$ cat src/rtl/matriz_pkg.sv
// Shared types and helpers for the matrix scan controller.
// Holds the controller state enum, the scan-order enum, the index-width helper
// and a generic {row, col} index pair type.
package matriz_pkg;

  // Widest index the pair type can carry; real counters use idx_w().
  localparam int IDX_MAX_W = 16;

  typedef enum logic [1:0] {
    IDLE = 2'd0,
    LOAD = 2'd1,
    SCAN = 2'd2
  } state_t;

  typedef enum logic {
    ROW_MAJOR = 1'b0,
    COL_MAJOR = 1'b1
  } scan_order_t;

  typedef struct packed {
    logic [IDX_MAX_W-1:0] row;
    logic [IDX_MAX_W-1:0] col;
  } idx_pair_t;

  // Index width for a dimension of n entries, never narrower than one bit.
  function automatic int idx_w(input int n);
    return (n > 1) ? $clog2(n) : 1;
  endfunction

endpackage

$ cat src/rtl/matriz_scan_ctrl_if.sv
// Handshake bundle between a matrix producer/consumer and matriz_scan_ctrl.
// Carries control (start, cfg_col_major, busy, done), the input element stream
// and the indexed output stream. slave = controller side, master = environment side.
interface matriz_scan_ctrl_if #(
  parameter int DATA_W = 32,
  parameter int ROW_W  = 1,
  parameter int COL_W  = 2
);
  logic              start;
  logic              cfg_col_major;
  logic              in_valid;
  logic              in_ready;
  logic [DATA_W-1:0] in_data;
  logic              out_valid;
  logic              out_ready;
  logic [DATA_W-1:0] out_data;
  logic [ROW_W-1:0]  out_row;
  logic [COL_W-1:0]  out_col;
  logic              out_last;
  logic              busy;
  logic              done;

  modport slave (
    input  start, cfg_col_major, in_valid, in_data, out_ready,
    output in_ready, out_valid, out_data, out_row, out_col, out_last, busy, done
  );

  modport master (
    output start, cfg_col_major, in_valid, in_data, out_ready,
    input  in_ready, out_valid, out_data, out_row, out_col, out_last, busy, done
  );
endinterface

$ cat src/rtl/matriz_idx_counter.sv
// 2-D (row, col) index counter with clear, advance and row/column-major order.
// Latency: index updates on the edge after clr/adv; at_last is combinational from the index.
// Backpressure: holds its index whenever adv is low.
// Ports: clk, rst_n (sync, active-low), clr, adv, order, row, col, at_last.
module matriz_idx_counter
  import matriz_pkg::*;
#(
  parameter int ROWS = 2,
  parameter int COLS = 3
) (
  input  logic                     clk,
  input  logic                     rst_n,
  input  logic                     clr,
  input  logic                     adv,
  input  scan_order_t              order,
  output logic [idx_w(ROWS)-1:0]   row,
  output logic [idx_w(COLS)-1:0]   col,
  output logic                     at_last
);
  localparam int ROW_W = idx_w(ROWS);
  localparam int COL_W = idx_w(COLS);
  localparam logic [ROW_W-1:0] ROW_LAST = ROW_W'(ROWS - 1);
  localparam logic [COL_W-1:0] COL_LAST = COL_W'(COLS - 1);

  logic row_end;
  logic col_end;

  // Wraps are explicit compares so non-power-of-two dimensions stay in range.
  assign row_end = (row == ROW_LAST);
  assign col_end = (col == COL_LAST);
  assign at_last = row_end && col_end;

  always_ff @(posedge clk) begin
    if (!rst_n || clr) begin
      row <= '0;
      col <= '0;
    end else if (adv) begin
      if (order == ROW_MAJOR) begin
        if (col_end) begin
          col <= '0;
          row <= row_end ? '0 : row + 1'b1;
        end else begin
          col <= col + 1'b1;
        end
      end else begin
        if (row_end) begin
          row <= '0;
          col <= col_end ? '0 : col + 1'b1;
        end else begin
          row <= row + 1'b1;
        end
      end
    end
  end

endmodule

$ cat src/rtl/matriz_scan_ctrl.sv
// Loads one ROWS x COLS matrix row-major, then replays it with (row, col) indices.
// Latency: first output valid one cycle after the last input handshake; 1 element/cycle.
// Backpressure: out_* held stable while out_ready is low; in_ready only in LOAD.
// Ports: clk, rst_n (sync, active-low), bus (slave modport of matriz_scan_ctrl_if).
module matriz_scan_ctrl
  import matriz_pkg::*;
#(
  parameter int ROWS   = 2,
  parameter int COLS   = 3,
  parameter int DATA_W = 32
) (
  input  logic               clk,
  input  logic               rst_n,
  matriz_scan_ctrl_if.slave  bus
);
  localparam int ROW_W = idx_w(ROWS);
  localparam int COL_W = idx_w(COLS);

  state_t      state_q, state_d;
  scan_order_t order_q;
  logic        done_q, done_d;

  logic             wr_clr, wr_adv, wr_last;
  logic             rd_clr, rd_adv, rd_last;
  logic [ROW_W-1:0] wr_r, rd_r;
  logic [COL_W-1:0] wr_c, rd_c;

  logic [DATA_W-1:0] mem [ROWS][COLS];

  matriz_idx_counter #(.ROWS(ROWS), .COLS(COLS)) u_wr_idx (
    .clk     (clk),
    .rst_n   (rst_n),
    .clr     (wr_clr),
    .adv     (wr_adv),
    .order   (ROW_MAJOR),
    .row     (wr_r),
    .col     (wr_c),
    .at_last (wr_last)
  );

  matriz_idx_counter #(.ROWS(ROWS), .COLS(COLS)) u_rd_idx (
    .clk     (clk),
    .rst_n   (rst_n),
    .clr     (rd_clr),
    .adv     (rd_adv),
    .order   (order_q),
    .row     (rd_r),
    .col     (rd_c),
    .at_last (rd_last)
  );

  always_ff @(posedge clk) begin
    if (!rst_n) begin
      state_q <= IDLE;
      order_q <= ROW_MAJOR;
      done_q  <= 1'b0;
    end else begin
      state_q <= state_d;
      done_q  <= done_d;
      // Replay order is only captured alongside an accepted start.
      if (state_q == IDLE && bus.start)
        order_q <= scan_order_t'(bus.cfg_col_major);
    end
  end

  // Storage is deliberately not reset; a fresh load overwrites every entry.
  always_ff @(posedge clk) begin
    if (wr_adv)
      mem[wr_r][wr_c] <= bus.in_data;
  end

  always_comb begin
    state_d = state_q;
    done_d  = 1'b0;
    wr_clr  = 1'b0;
    wr_adv  = 1'b0;
    rd_clr  = 1'b0;
    rd_adv  = 1'b0;
    unique case (state_q)
      IDLE: begin
        if (bus.start) begin
          state_d = LOAD;
          wr_clr  = 1'b1;
        end
      end
      LOAD: begin
        if (bus.in_valid) begin
          wr_adv = 1'b1;
          if (wr_last) begin
            state_d = SCAN;
            rd_clr  = 1'b1;
          end
        end
      end
      SCAN: begin
        if (bus.out_ready) begin
          rd_adv = 1'b1;
          if (rd_last) begin
            state_d = IDLE;
            done_d  = 1'b1;
          end
        end
      end
      default: state_d = IDLE;
    endcase
  end

  // Handshake outputs decode registered state only.
  assign bus.in_ready  = (state_q == LOAD);
  assign bus.out_valid = (state_q == SCAN);
  assign bus.busy      = (state_q != IDLE);
  assign bus.done      = done_q;
  assign bus.out_row   = rd_r;
  assign bus.out_col   = rd_c;
  assign bus.out_last  = (state_q == SCAN) && rd_last;
  assign bus.out_data  = (state_q == SCAN) ? mem[rd_r][rd_c] : '0;

endmodule
$ cat src/flat_wrapper.sv
// flat-port wrapper written by rule: the top's interface ports become plain ports
module matriz_scan_ctrl_flat import matriz_pkg::*;
#(
  parameter int ROWS   = 2,
  parameter int COLS   = 3,
  parameter int DATA_W = 32
)
  (clk, rst_n, bus_start, bus_cfg_col_major, bus_in_valid, bus_in_data, bus_out_ready, bus_in_ready, bus_out_valid, bus_out_data, bus_out_row, bus_out_col, bus_out_last, bus_busy, bus_done);
  matriz_scan_ctrl_if #(.DATA_W(DATA_W)) bus_i ();
  input  logic clk;
  input  logic rst_n;
  input wire logic [$bits(bus_i.start)-1:0] bus_start;
  input wire logic [$bits(bus_i.cfg_col_major)-1:0] bus_cfg_col_major;
  input wire logic [$bits(bus_i.in_valid)-1:0] bus_in_valid;
  input wire logic [$bits(bus_i.in_data)-1:0] bus_in_data;
  input wire logic [$bits(bus_i.out_ready)-1:0] bus_out_ready;
  output wire logic [$bits(bus_i.in_ready)-1:0] bus_in_ready;
  output wire logic [$bits(bus_i.out_valid)-1:0] bus_out_valid;
  output wire logic [$bits(bus_i.out_data)-1:0] bus_out_data;
  output wire logic [$bits(bus_i.out_row)-1:0] bus_out_row;
  output wire logic [$bits(bus_i.out_col)-1:0] bus_out_col;
  output wire logic [$bits(bus_i.out_last)-1:0] bus_out_last;
  output wire logic [$bits(bus_i.busy)-1:0] bus_busy;
  output wire logic [$bits(bus_i.done)-1:0] bus_done;
  assign bus_i.start = bus_start;
  assign bus_i.cfg_col_major = bus_cfg_col_major;
  assign bus_i.in_valid = bus_in_valid;
  assign bus_i.in_data = bus_in_data;
  assign bus_i.out_ready = bus_out_ready;
  assign bus_in_ready = bus_i.in_ready;
  assign bus_out_valid = bus_i.out_valid;
  assign bus_out_data = bus_i.out_data;
  assign bus_out_row = bus_i.out_row;
  assign bus_out_col = bus_i.out_col;
  assign bus_out_last = bus_i.out_last;
  assign bus_busy = bus_i.busy;
  assign bus_done = bus_i.done;
  matriz_scan_ctrl #(.ROWS(ROWS), .COLS(COLS), .DATA_W(DATA_W)) u_core (.clk(clk), .rst_n(rst_n), .bus(bus_i));
endmodule
$ cat config.mk
export PLATFORM = sky130hd
export DESIGN_NAME = matriz_scan_ctrl_flat
export DESIGN_NICKNAME = d
export VERILOG_FILES = /design/src/rtl/matriz_pkg.sv /design/src/rtl/matriz_scan_ctrl_if.sv /design/src/rtl/matriz_idx_counter.sv /design/src/rtl/matriz_scan_ctrl.sv /design/src/flat_wrapper.sv
export SDC_FILE = /design/constraint.sdc
export NUM_CORES = 1
export LEC_CHECK = 0
export CAP_MARGIN = 40
export CORE_MARGIN = 2
export CORE_UTILIZATION = 47
export DETAILED_ROUTE_END_ITERATION = 8
export PLACE_DENSITY = 0.68
export RECOVER_POWER = 50
export SLEW_MARGIN = 20
export SYNTH_ARGS = -nofsm -noshare
export SYNTH_HDL_FRONTEND = slang
export SYNTH_SLANG_ARGS = --single-unit
$ cat constraint.sdc
create_clock -name clk -period 6.23 [get_ports clk]
set_clock_uncertainty 0.15 [all_clocks]
set_input_delay 1.869 -clock clk [delete_from_list [all_inputs] [get_ports clk]]
set_output_delay 1.869 -clock clk [all_outputs]
set_load 0.02 [all_outputs]
# --- Yosys cells after proc, flatten, opt, wreduce, memory -nomap -nowiden ---
# Memories as Yosys holds them, arrays and structs flattened. A register that Yosys moved wholly into a read port is not among the register bits.
# Cells that the tools add are included.
word_totals:
  reg_bits: 10
  ram_bits: 192
  inputBits: 38
  output_inout_bits: 40
  n_memories: 1
mem_list:
  columns: ["memory", "depth", "width", "rd", "rd_ports_with_merged_regs", "wr", "line", "text"]
  rows:
  - ["u_core.mem", 2, 96, 1, 1, 1, "matriz_scan_ctrl.sv:28", "logic [DATA_W-1:0] mem [ROWS][COLS];"]
classes:
  addsub: 4
  n_lt_le_gt_ge: 3
  eq_ne: 10
  mux: 34
  n_bitwise: 2
  reduce_logical: 16
op_table:
  columns: ["operator", "n"]
  rows:
  - ["$mux 32", 4]
  - ["$mux 96", 1]
  - ["$bmux 32 s2", 1]
  - ["$demux 32 s2", 1]
  - ["$mux 2", 9]
  - ["$mux 1", 17]
  - ["$ne 2x2->1 const B", 4]
  - ["$eq 2x2->1 const B", 3]
  - ["$ge 3x3->1 const B", 2]
  - ["$not 2->3", 2]
  - ["$pmux 2 s3", 1]
  - ["$reduce_and 2->1", 3]
  - ["$logic_and 1x1->1", 5]
  - ["$reduce_and 5->1", 1]
  - ["$add 2x1->2 const B", 2]
  - ["$ne 2x1->1 const B", 2]
  - ["$reduce_bool 2->1", 2]
  - ["$lt 3x1->1 const B", 1]
  - ["$reduce_and 3->1", 1]
  - ["$add 1x1->1 const B", 2]
  - ["$eq 2x1->1 const B", 1]
  - ["$logic_not 2->1", 1]
  - ["$logic_or 1x1->1", 2]
  - ["$logic_not 1->1", 1]

# --- Logic depth before layout (Yosys ltp) ---
# Gate-level depths: netlist of run 1.
depth:
  word_depth: 7
  mapped_depth: 6
  ltp_nobuf: 5

# --- Modules after synthesis ---
# Synthesis of run 1 repeated with hierarchy kept, for this count alone.
unflattened:
  hier_cells: 447
  area_unflattened_um2: 8106.5
by_module_without_submodules:
  columns: ["mod", "n_inst", "cells_per_inst", "area_each_um2", "seq_area_each_um2"]
  rows:
  - ["matriz_scan_ctrl", 1, 409, 7796.2, 5845.6]
  - ["matriz_idx_counter", 2, 19, 155.1, 60.1]

# --- Worst setup path after synthesis of run 1 ---
# No wires, ideal clock.
synth_path:
  kind: "input-to-reg"
  startpoint: "in bus_in_valid"
  endpoint: "mem u_core.mem[0][64] (netlist name), enable pin"
  setup_time_ps: 513
  t_arrival_ps: 5180
  path_slack_ps: 387
  stages: 1
  cell_sequence: "nor4b_1"
synth_via:
  elab_chain_len: 4
synth_lines:
  columns: ["element", "line", "text"]
  rows:
  - ["start, declared", "flat_wrapper.sv:14", "input wire logic [$bits(bus_i.in_valid)-1:0] bus_in_valid;"]
  - ["$mux 1", "matriz_scan_ctrl.sv:87", "if (bus.in_valid) begin"]
  - ["$mux 1", "matriz_scan_ctrl.sv:79", "unique case (state_q)"]
  - ["$mux 1", "matriz_scan_ctrl.sv:68", "if (wr_adv)"]
  - ["$mux 96 (not written as such)", "matriz_scan_ctrl.sv:69", "mem[wr_r][wr_c] <= bus.in_data;"]
  - ["end, declared", "matriz_scan_ctrl.sv:28", null]
# No other way between the ends.

==> impl_results.rst, run 1 <==
.. list-table::
   :header-rows: 1

   * - Metric
     - Value
   * - Run status
     - finished, final reports clean
   * - Synthesized flop and latch total
     - 203
   * - Critical path start-end classification
     - reg2out
   * - Class of the tightest hold or removal check
     - reg2reg
   * - Static power due to leakage
     - 3.09 nW
   * - Total overflow reported by the global router
     - 0
   * - Core area
     - 16,600 um2
   * - First drt pass iteration count
     - 4
   * - Register cell area after layout
     - 5990 um2
   * - TritonCTS clock tree
     - yes
   * - Filler Cells Inserted
     - 1,239
   * - Power share of the sequential group
     - 0.559
   * - Final antenna-violating net count
     - 0
   * - Height of the die
     - 135 um
   * - Fin Hold WS
     - 0.339 ns
   * - Syn Nets
     - 479
   * - Number of nets in the final layout
     - 574
   * - Ant. Diodes
     - 0
   * - Post-synth EDFFs
     - 192
   * - Routed len/inst
     - 20.3 um
   * - Worst Max-Slew Pin Slew
     - 0.760 ns
   * - Number of standard cells in the final layout excluding fillers
     - 770
   * - Iter 0 DRT Violations
     - 328
   * - Total CTS buffers
     - 21
   * - Total area of multi-input combinational cells
     - 1910 um2
   * - Final Wtd Congestion
     - 0.764
   * - Most common flop cell mapped by yosys
     - sky130_fd_sc_hd__edfxtp_1
   * - Gr usage total
     - 0.178
   * - Fin crit period
     - 4.84 ns
   * - Total number of vias
     - 4,132
   * - Number of unique standard cell types used by synthesis
     - 34
   * - Ys async rst share
     - 0
   * - Top library cells by usage in the layout, fill and taps aside
     - 192 x sky130_fd_sc_hd__edfxtp_1, 43 x sky130_fd_sc_hd__clkdlybuf4s50_1, 42 x sky130_fd_sc_hd__nand2_1
   * - Fin worst setup slack
     - 1.39 ns
   * - Core utilization of the finished layout
     - 0.588
   * - Ports placed on the boundary
     - 78
   * - Remaining routing DRC violations
     - 0
   * - Required @ worst endpoint
     - 4.21 ns
   * - Cell area after technology mapping
     - 8060 um2
   * - HPWL Detailed
     - 9470 um
   * - Highest clock frequency the design can meet
     - 207 MHz
   * - Post-CTS setup repair buffer count
     - 0
   * - Count of cells resized by post-cts repair
     - 0
   * - Most common cell after layout, fill and taps aside
     - sky130_fd_sc_hd__edfxtp_1
   * - Sw Share
     - 0.188
   * - Initial antenna violation count
     - 1
   * - Internal power
     - 2.19 mW
   * - Clock tree sinks
     - 203
   * - Effective utilization at floorplan
     - 0.484
   * - Kind of launch point of the worst setup path
     - flop
   * - Count of endpoints failing setup in the final report
     - 0
   * - Post-synthesis sequential area ratio
     - 0.743
   * - Via count of the first global-routing pass
     - 4,434
   * - Worst-skew pair later-pin latency
     - 0.47 ns
   * - Layout area overhead
     - 21.5%
   * - Placed standard-cell area
     - 9180 um2
   * - Pwr Total
     - 2.70 mW
   * - Max-cap check violation count
     - 0
   * - Placed Instances
     - 733
   * - Fraction of power consumed by the clock network
     - 0.415
   * - Number of buffers added to fix hold violations after cts
     - 0
   * - Horizontal extent of the die
     - 135 um
   * - Total number of yosys warnings
     - 0
   * - Final-report hold violation count
     - 0
   * - Buffer type at the clock tree root
     - sky130_fd_sc_hd__clkbuf_16
   * - Via-to-Cell Ratio
     - 5.37
   * - Total negative slack
     - 0 ns
   * - Post-CTS clock slew at the launch and capture registers of the worst setup and hold paths
     - 0.06 ns
   * - Global-route wire length before repair
     - 24,700 um
   * - Post-Synthesis Cells
     - 441
   * - Signal arrival time at the worst endpoint
     - 2.82 ns
   * - Number of core rows
     - 47
   * - RSZ-0062 raised after global routing
     - false
   * - Number of pins with negative max-slew slack in the final report
     - 0
   * - Buffers from clock root to sink, at most
     - 3
   * - Relative max-transition margin
     - 0.493
   * - Fraction of power consumed by combinational cells
     - 0.025
   * - Worst slack after detailed placement
     - 1.85 ns
   * - Pin count of the biggest net entering global routing
     - 40
   * - Pwr Density
     - 275 nW/um2
   * - Net Switching
     - 0.507 mW
   * - Critical path fanouts, max
     - 39
   * - Synth Area per Inst
     - 18.3 um2
   * - Fraction of layout cells with a size suffix above 1
     - 0.198
   * - CP endpoint kind
     - output pin
   * - Die Footprint
     - 18,200 um2
   * - CTS H-tree lvls
     - 1
   * - Final worst-path cycle share
     - 0.776
   * - WL final
     - 15,700 um
   * - Summed area of non-filler cells in the final layout
     - 9790 um2
   * - Register-to-Register Setup Slack
     - 3.97 ns
   * - Port-buffer cells
     - 77
   * - Maximum VDD drop
     - 0.000243 V
==> kinds of logic (layout without fill, tap and decap cells) <==
group / after synthesis / in the layout / share of synthesized area
AND/OR/NAND/NOR: 105 / 105 / 0.0659
multiplexers: 66 / 66 / 0.140
AO/OA/AOI/OAI: 40 / 40 / 0.0264
flip-flops: 203 / 203 / 0.743
buffers and inverters: 26 / 135 / 0.0236
XOR/XNOR: 1 / 1 / 0.00109
==> metal layers <==
layer  track usage  wire length (um)  vias up
met5             0                13        -
met4        0.0415               162        2
met3        0.0297               790       18
met2         0.306              8050       98
met1         0.238              6640     2099
li1              -                 -     1915
==> power groups by stage <==
stage	combinational, mW	sequential [mW]	clock [mW]
floorplan	0.0225	1.54	0
global placement	0.0691	1.54	0
detailed placement	0.0725	1.54	0
CTS	0.0730	1.51	1.14
global route	0.0745	1.51	1.19
finish	0.0678	1.51	1.12
==> state kept, by name (all words and copies together), names as in the netlist, named ones only <==
register	count
u_core.bus.done	1
u_core.state_q	2
u_core.u_wr_idx.col	2
u_core.u_wr_idx.row	1
u_core.u_rd_idx.row	1
u_core.mem	192
u_core.u_rd_idx.col	2
u_core.order_q	1
==> worst max-delay path, cell delays in order (launching register included) <==
cell,delay [ns]
sky130_fd_sc_hd__dfxtp_4,0.65
sky130_fd_sc_hd__buf_16,0.30
sky130_fd_sc_hd__mux4_1,0.60
sky130_fd_sc_hd__nand2b_1,0.13
sky130_fd_sc_hd__a21oi_1,0.08
sky130_fd_sc_hd__clkdlybuf4s50_1,0.56
==> path summary, 6_finish.rpt <==
kind | to | cells past startpoint | start
max | bus_out_data[4] | 5 | flop
min | u_core.order_q | 2 | u_core.order_q
max reg2reg | u_core.mem[1][90] | 5 | u_core.state_q[0]
min reg2reg | u_core.order_q | 2 | u_core.order_q
==> area by class of cell <==
cell class / instances / share of cell area
clock buffers: 29 / 0.0598
clock inverters: 8 / 0.00371
inverters: 4 / 0.00153
multi-input cells: 212 / 0.195
flip-flops and latches: 203 / 0.612
well taps: 220 / 0.0281
repair buffers: 94 / 0.0991
==> cell usage after synthesis, types with 2 or more instances <==
| cell | count | area share |
|---|---|---|
| sky130_fd_sc_hd__nor2_1 | 11 | 0.0051 |
| sky130_fd_sc_hd__buf_6 | 4 | 0.0056 |
| sky130_fd_sc_hd__inv_1 | 3 | 0.0014 |
| sky130_fd_sc_hd__edfxtp_1 | 192 | 0.72 |
| sky130_fd_sc_hd__nor3_1 | 3 | 0.0019 |
| sky130_fd_sc_hd__nor2b_1 | 2 | 0.0016 |
| sky130_fd_sc_hd__buf_12 | 3 | 0.0075 |
| sky130_fd_sc_hd__nand2b_1 | 35 | 0.027 |
| sky130_fd_sc_hd__o21a_1 | 2 | 0.0019 |
| sky130_fd_sc_hd__nand3_1 | 3 | 0.0019 |
| sky130_fd_sc_hd__mux2i_1 | 2 | 0.0025 |
| sky130_fd_sc_hd__buf_2 | 8 | 0.0050 |
| sky130_fd_sc_hd__clkbuf_1 | 6 | 0.0028 |
| sky130_fd_sc_hd__mux2_2 | 32 | 0.045 |
| sky130_fd_sc_hd__nand2_1 | 42 | 0.020 |
| sky130_fd_sc_hd__a21oi_1 | 34 | 0.021 |
| sky130_fd_sc_hd__mux4_2 | 25 | 0.070 |
| sky130_fd_sc_hd__nand3b_1 | 2 | 0.0019 |
| sky130_fd_sc_hd__mux4_1 | 7 | 0.023 |
| sky130_fd_sc_hd__dfxtp_1 | 11 | 0.027 |
Power figures use the tool's default switching activity.
==> run 2: changes to the inputs <==
- clock period: 6.23 -> 4.8 ns (I/O delays scaled with it)
==> run 2 against run 1 <==
Routed wire length increased by 0.73%. Clock power increased by 43%. Final area increased by 0.10%. Sequential cell count unchanged. Highest routed layer is now met4. Non-clock buffer count decreased by 3. Global-route usage increased by 0.14 points. Die area unchanged. Via count decreased by 0.41%. Critical endpoint is now bus_out_data[30]. Core utilization increased by 0.060 points. Sequential share of layout area decreased by 0.062 points.
==> impl_results.rst, run 2 (synthesized netlist as in run 1, its figures left out) <==
.. list-table::
   :header-rows: 1

   * - Metric
     - Value
   * - Worst Path Buf+Inv
     - 2 (unchanged)
   * - Class of the tightest hold or removal check
     - reg2reg
   * - Clock tree sinks
     - 203 (unchanged)
   * - Final worst-path cycle share
     - 0.920
   * - Number of standard cells in the final layout excluding fillers
     - 767 (-0.39%)
   * - Number of buffers added to fix hold violations after cts
     - 0 (unchanged)
   * - Placed Instances
     - 730 (-0.41%)
   * - Count of cells resized by post-cts repair
     - 0 (unchanged)
   * - Number of nets in the final layout
     - 571 (-0.52%)
   * - Met3 layer wire length in the routed design
     - 803 um (+1.6%)
   * - Total negative slack
     - 0 ns (unchanged)
   * - Pwr Total
     - 3.65 mW (+35%)
   * - Top library cells by usage in the layout, fill and taps aside
     - 192 x sky130_fd_sc_hd__edfxtp_1, 43 x sky130_fd_sc_hd__clkdlybuf4s50_1, 42 x sky130_fd_sc_hd__nand2_1
   * - Peak per-stage delay on the critical path
     - 0.64 ns (about the same)
   * - TritonCTS clock tree
     - yes
   * - Kind of launch point of the worst setup path
     - flop
   * - Required @ worst endpoint
     - 3.21 ns (-1.00 ns)
   * - Final antenna-violating net count
     - 0 (unchanged)
   * - Initial antenna violation count
     - 0 (-1)
   * - Via count of the first global-routing pass
     - 4,371 (-1.4%)
   * - Buffer type at the clock tree root
     - sky130_fd_sc_hd__clkbuf_16
   * - Worst hold path stage count
     - 2 (unchanged)
   * - Fin crit period
     - 4.41 ns
   * - CP endpoint kind
     - output pin
   * - Ports placed on the boundary
     - 78 (unchanged)
   * - RSZ-0062 raised after global routing
     - false
   * - Fraction of layout cells with a size suffix above 1
     - 0.196 (-0.00257)
   * - Gr usage total
     - 0.179 (+0.00143)
   * - Post-CTS setup repair buffer count
     - 0 (unchanged)
   * - Worst-path cell with the longest stage delay
     - sky130_fd_sc_hd__clkdlybuf4s50_1
   * - Power share of the sequential group
     - 0.537 (-0.022)
   * - Die Footprint
     - 18,200 um2 (unchanged)
   * - Final-report hold violation count
     - 0 (unchanged)
   * - Effective utilization at floorplan
     - 0.484 (unchanged)
   * - Fraction of power consumed by the clock network
     - 0.440 (+0.025)
   * - First drt pass iteration count
     - 5 (+1)
   * - Core area
     - 16,600 um2 (unchanged)
   * - Post-CTS clock slew at the launch and capture registers of the worst setup and hold paths
     - 0.06 ns (about the same)
   * - Critical path start-end classification
     - reg2out
   * - Maximum VDD drop
     - 0.000274 V (+13%)
   * - Register-to-Register Setup Slack
     - 2.34 ns (-1.63 ns)
   * - Static power due to leakage
     - 3.10 nW (+0.25%)
   * - Number of flip-flops in the largest register
     - 192 (unchanged)
   * - Fin worst setup slack
     - 0.386 ns (-1.01 ns)
   * - Worst Hold Launch
     - u_core.order_q
   * - Biggest register
     - u_core.mem
   * - Routed len/inst
     - 20.6 um (+1.1%)
   * - Total CTS buffers
     - 21 (unchanged)
   * - Height of the die
     - 135 um (unchanged)
   * - Layout area overhead
     - 21.6%
   * - Iter 0 DRT Violations
     - 276 (-16%)
   * - Total number of vias
     - 4,115 (-0.41%)
   * - Port-buffer cells
     - 77 (unchanged)
   * - Signal arrival time at the worst endpoint
     - 2.82 ns (about the same)
   * - Most common cell after layout, fill and taps aside
     - sky130_fd_sc_hd__edfxtp_1
   * - Pin count of the biggest net entering global routing
     - 37 (-7.5%)
   * - Remaining routing DRC violations
     - 0 (unchanged)
   * - Length of routed wiring on met1
     - 6510 um (-2.0%)
   * - Wire length on met2
     - 8180 um (+1.7%)
   * - Max-cap check violation count
     - 0 (unchanged)
   * - Horizontal extent of the die
     - 135 um (unchanged)
   * - Internal power
     - 2.98 mW (+36%)
   * - WL final
     - 15,800 um (+0.73%)
   * - Run status
     - finished, final reports clean
   * - Worst slack after detailed placement
     - 0.849 ns (-0.996 ns)
   * - Launching point of the worst reg2reg path
     - u_core.u_wr_idx.row
   * - Total overflow reported by the global router
     - 0 (unchanged)
   * - Highest clock frequency the design can meet
     - 227 MHz
   * - Reg-to-Reg End
     - u_core.u_rd_idx.col[0]
   * - Relative max-transition margin
     - 0.229 (-0.264)
   * - Worst Hold Endpoint
     - u_core.order_q
   * - Worst-skew pair later-pin latency
     - 0.48 ns (about the same)
   * - CTS H-tree lvls
     - 1 (unchanged)
   * - Worst Reg-to-Reg Cells
     - 5 (unchanged)
   * - Count of endpoints failing setup in the final report
     - 0 (unchanged)
   * - Net Switching
     - 0.671 mW (+32%)
   * - Fraction of power consumed by combinational cells
     - 0.024 (about the same)
   * - Number of core rows
     - 47 (unchanged)
   * - Final Wtd Congestion
     - 0.706 (-7.6%)
   * - Critical Path, Cell by Cell
     - nor2b_4 -> buf_4 -> nand2_1 -> a21oi_1 -> clkdlybuf4s50_1
   * - Critical path fanouts, max
     - 21 (-46%)
   * - Sw Share
     - 0.184 (-0.00410)
   * - Pwr Density
     - 372 nW/um2 (+35%)
   * - Number of pins with negative max-slew slack in the final report
     - 0 (unchanged)
   * - Ant. Diodes
     - 0 (unchanged)
   * - Buffers from clock root to sink, at most
     - 3 (unchanged)
   * - Highest metal layer used by the detailed router
     - met4
   * - HPWL Detailed
     - 9040 um (-4.6%)
   * - Via-to-Cell Ratio
     - 5.37 (about the same)
   * - Gate family responsible for the most delay along the worst path
     - buffers and inverters
   * - Global-route wire length before repair
     - 24,600 um (-0.48%)
   * - Worst Max-Slew Pin Slew
     - 1.16 ns (+0.396 ns)
==> run 2: cell count changes in the layout (fill, tap and decap cells not counted), moves of 2 or more <==
cell	before	now
sky130_fd_sc_hd__bufinv_16	0	3
sky130_fd_sc_hd__clkbuf_8	3	1
sky130_fd_sc_hd__clkbuf_1	7	9
sky130_fd_sc_hd__clkinv_1	5	2
sky130_fd_sc_hd__buf_12	3	1
==> run 2: layout make-up <==
type                    count  area (um2)
fillers                  1243        6850
clock buffers              28         562
well taps                 220         275
flip-flops and latches    203        5990
clock inverters             9         124
inverters                   4        15.0
repair buffers             91         897
multi-input cells         212        1930
==> run 2: metal layers <==
layer,up-vias,global-route usage
met2,112,0.320
met5,-,0
met3,22,0.0210
met4,0,0.0532
met1,2085,0.231
li1,1896,-
==> run 2: through the flow <==
step	util	hold WS (ns)	instance area [um2]
final	0.589	0.334	9800
after global routing	0.589	0.372	9800
after CTS	0.590	0.340	9820
after detailed placement	0.549	0.333	9130
after global placement	0.547	0.321	9100
after floorplan	-	0.295	8070
==> run 2: how the worst max path moves through the flow <==
stage | start | to | slack [ns] | depth (start not counted)
floorplan | bus_in_valid | flop | 0.30 | 4
global placement | u_core.u_rd_idx.col[0] | bus_out_data[30] | 0.84 | 5
detailed placement | u_core.u_rd_idx.col[0] | bus_out_data[30] | 0.85 | 5
CTS | u_core.u_rd_idx.col[0] | bus_out_data[30] | 0.28 | 5
global route | u_core.u_rd_idx.col[0] | bus_out_data[30] | 0.24 | 5
finish | u_core.u_rd_idx.col[0] | bus_out_data[30] | 0.39 | 5
==> run 2: worst reg2reg max path, delay by kind of cell (launching register included) <==
kind	cells	cell delay (ns)
and+or+nand+nor	4	0.83
buffers and inverters	1	0.86
DFF	1	0.51
==> run 2: power groups by stage <==
| stage | Sequential, mW | Clock [mW] | Combinational, mW |
|---|---|---|---|
| 6_report | 1.96 | 1.60 | 0.0868 |
| 2_1_floorplan | 2.00 | 0 | 0.0297 |
| 5_1_grt | 1.96 | 1.70 | 0.0953 |
| 4_1_cts | 1.96 | 1.65 | 0.0938 |
| 3_3_place_gp | 1.99 | 0 | 0.0895 |
| 3_5_place_dp | 2.00 | 0 | 0.0933 |
==> run 3: changes to the inputs <==
- CORE_MARGIN: 2 -> 4
==> run 3 against run 2 <==
Sequential power barely moved. Setup slack improved by 0.11 ns. Count of clock-buffer cells in the layout rose by 2. Largest cell class unchanged.
==> impl_results.rst, run 3 (synthesized netlist as in run 1, its figures left out) <==
.. list-table::
   :header-rows: 1

   * - Metric
     - Value
   * - Run status
     - finished, final reports clean
   * - Biggest register
     - u_core.mem
   * - Fin crit period
     - 4.30 ns (-0.109 ns)
   * - Most common cell after layout, fill and taps aside
     - sky130_fd_sc_hd__edfxtp_1
   * - Effective utilization at floorplan
     - 0.482 (-0.00170)
   * - Top library cells by usage in the layout, fill and taps aside
     - 192 x sky130_fd_sc_hd__edfxtp_1, 43 x sky130_fd_sc_hd__clkdlybuf4s50_1, 42 x sky130_fd_sc_hd__nand2_1
   * - Kind of launch point of the worst setup path
     - flop
   * - Iter 0 DRT Violations
     - 236 (-14%)
   * - Ports placed on the boundary
     - 78 (unchanged)
   * - Maximum VDD drop
     - 0.000255 V (-6.7%)
   * - Die Footprint
     - 19,300 um2 (+6.0%)
   * - Total CTS buffers
     - 21 (unchanged)
   * - CTS H-tree lvls
     - 1 (unchanged)
   * - Count of cells resized by post-cts repair
     - 0 (unchanged)
   * - Clock tree sinks
     - 203 (unchanged)
   * - Routed len/inst
     - 20.3 um (-1.3%)
   * - Total overflow reported by the global router
     - 0 (unchanged)
   * - Signal arrival time at the worst endpoint
     - 2.71 ns (-0.11 ns)
   * - Layout area overhead
     - 21.1%
   * - Final antenna-violating net count
     - 0 (unchanged)
   * - Final worst-path cycle share
     - 0.897 (-0.0228)
   * - Global-route wire length before repair
     - 24,400 um (-0.81%)
   * - Static power due to leakage
     - 3.08 nW (-0.44%)
   * - Class of the tightest hold or removal check
     - reg2reg
   * - Total negative slack
     - 0 ns (unchanged)
   * - Gr usage total
     - 0.160 (-0.0188)
   * - Relative max-transition margin
     - 0.433 (+0.203)
   * - Pin count of the biggest net entering global routing
     - 37 (unchanged)
   * - Height of the die
     - 139 um (+3.0%)
   * - Horizontal extent of the die
     - 139 um (+3.0%)
   * - Number of buffers added to fix hold violations after cts
     - 0 (unchanged)
   * - Post-CTS setup repair buffer count
     - 0 (unchanged)
   * - Ant. Diodes
     - 0 (unchanged)
   * - Pwr Total
     - 3.49 mW (-4.4%)
   * - Required @ worst endpoint
     - 3.21 ns (about the same)
   * - Initial antenna violation count
     - 1 (+1)
   * - Final-report hold violation count
     - 0 (unchanged)
   * - Pwr Density
     - 358 nW/um2 (-4.0%)
   * - WL final
     - 15,700 um (-0.65%)
   * - Via-to-Cell Ratio
     - 5.35 (-0.33%)
   * - Buffer type at the clock tree root
     - sky130_fd_sc_hd__clkbuf_16
   * - Remaining routing DRC violations
     - 0 (unchanged)
   * - Count of endpoints failing setup in the final report
     - 0 (unchanged)
   * - Post-CTS clock slew at the launch and capture registers of the worst setup and hold paths
     - 0.06 ns (about the same)
   * - HPWL Detailed
     - 9590 um (+6.2%)
   * - Critical path fanouts, max
     - 24 (+14%)
   * - Highest clock frequency the design can meet
     - 232 MHz (+2.5%)
   * - Buffers from clock root to sink, at most
     - 3 (unchanged)
   * - RSZ-0062 raised after global routing
     - false
   * - CP endpoint kind
     - output pin
   * - Worst-skew pair later-pin latency
     - 0.47 ns (about the same)
   * - Port-buffer cells
     - 77 (unchanged)
   * - Number of core rows
     - 47 (unchanged)
   * - TritonCTS clock tree
     - yes
   * - Number of pins with negative max-slew slack in the final report
     - 0 (unchanged)
   * - Number of nets in the final layout
     - 577 (+1.1%)
   * - Max-cap check violation count
     - 0 (unchanged)
   * - Final Wtd Congestion
     - 0.712 (+0.79%)
   * - Worst Max-Slew Pin Slew
     - 0.851 ns (-0.305 ns)
   * - Via count of the first global-routing pass
     - 4,339 (-0.73%)
   * - Total number of vias
     - 4,128 (+0.32%)
   * - Fraction of layout cells with a size suffix above 1
     - 0.197 (+0.00185)
   * - Core area
     - 16,700 um2 (+0.35%)
   * - First drt pass iteration count
     - 6 (+1)
   * - Number of flip-flops in the largest register
     - 192 (unchanged)
   * - Critical path start-end classification
     - reg2out
run 3: cell types whose count changed in the layout (fill, tap and decap cells not counted), sizes merged:
| cell | change |
|---|---|
| buf | +6 |
| clkbuf | +2 |
| bufinv | -3 |
| clkinvlp | +1 |
| clkinv | -1 |
run 3: path summary, 6_finish.rpt:
kind / start / to / slack [ns] / depth (start not counted)
worst min-delay path: u_core.order_q / u_core.order_q / 0.34 / 2
worst max register to register: u_core.state_q[0] / u_core.mem[0][64] / 2.30 / 5
worst max-delay path: flop / bus_out_data[4] / 0.50 / 5
worst min register to register: u_core.order_q / u_core.order_q / 0.34 / 2
run 3: critical path, cell delays in order (launching register included):
cell and delay [ns]:
sky130_fd_sc_hd__dfxtp_4 0.61, sky130_fd_sc_hd__buf_4 0.28, sky130_fd_sc_hd__mux4_1 0.60, sky130_fd_sc_hd__nand2b_1 0.10, sky130_fd_sc_hd__a21oi_1 0.07, sky130_fd_sc_hd__clkdlybuf4s50_1 0.56
run 3: layout make-up:
| cell class | count | area, um2 |
|---|---|---|
| Inverter | 4 | 15.0 |
| Fill cell | 1255 | 6950 |
| Multi-Input combinational cell | 212 | 1910 |
| Sequential cell | 203 | 5990 |
| Timing Repair Buffer | 97 | 955 |
| Clock inverter | 6 | 32.5 |
| Tap cell | 220 | 275 |
| Clock buffer | 30 | 579 |
run 3: per-layer routing:
metal / part of all wire / track usage / up-vias / routed length [um]
met1: 0.42 / 0.207 / 2103 / 6630
li1: - / - / 1906 / -
met2: 0.52 / 0.282 / 95 / 8120
met3: 0.045 / 0.0324 / 22 / 700
met5: 0.00083 / 0 / - / 13
met4: 0.013 / 0.0366 / 2 / 197
run 3: power by group:
part | internal (mW) | switching (mW) | total (mW)
registers | 1.95 | 0.00493 | 1.96
clock network | 0.836 | 0.608 | 1.44
logic | 0.0395 | 0.0477 | 0.0873
total | 2.83 | 0.661 | 3.49
run 3: metrics by stage:
step / cells / worst slack [ns] / utilization / area (um2) / hold slack, ns
global route: 772 / 0.320 / 0.584 / 9750 / 0.380
finish: 772 / 0.495 / 0.584 / 9750 / 0.341
global placement: 734 / 0.942 / 0.547 / 9140 / 0.324
CTS: 771 / 0.417 / 0.585 / 9770 / 0.344
detailed placement: 735 / 0.935 / 0.549 / 9160 / 0.338
floorplan: 441 / 0.301 / - / 8070 / 0.295
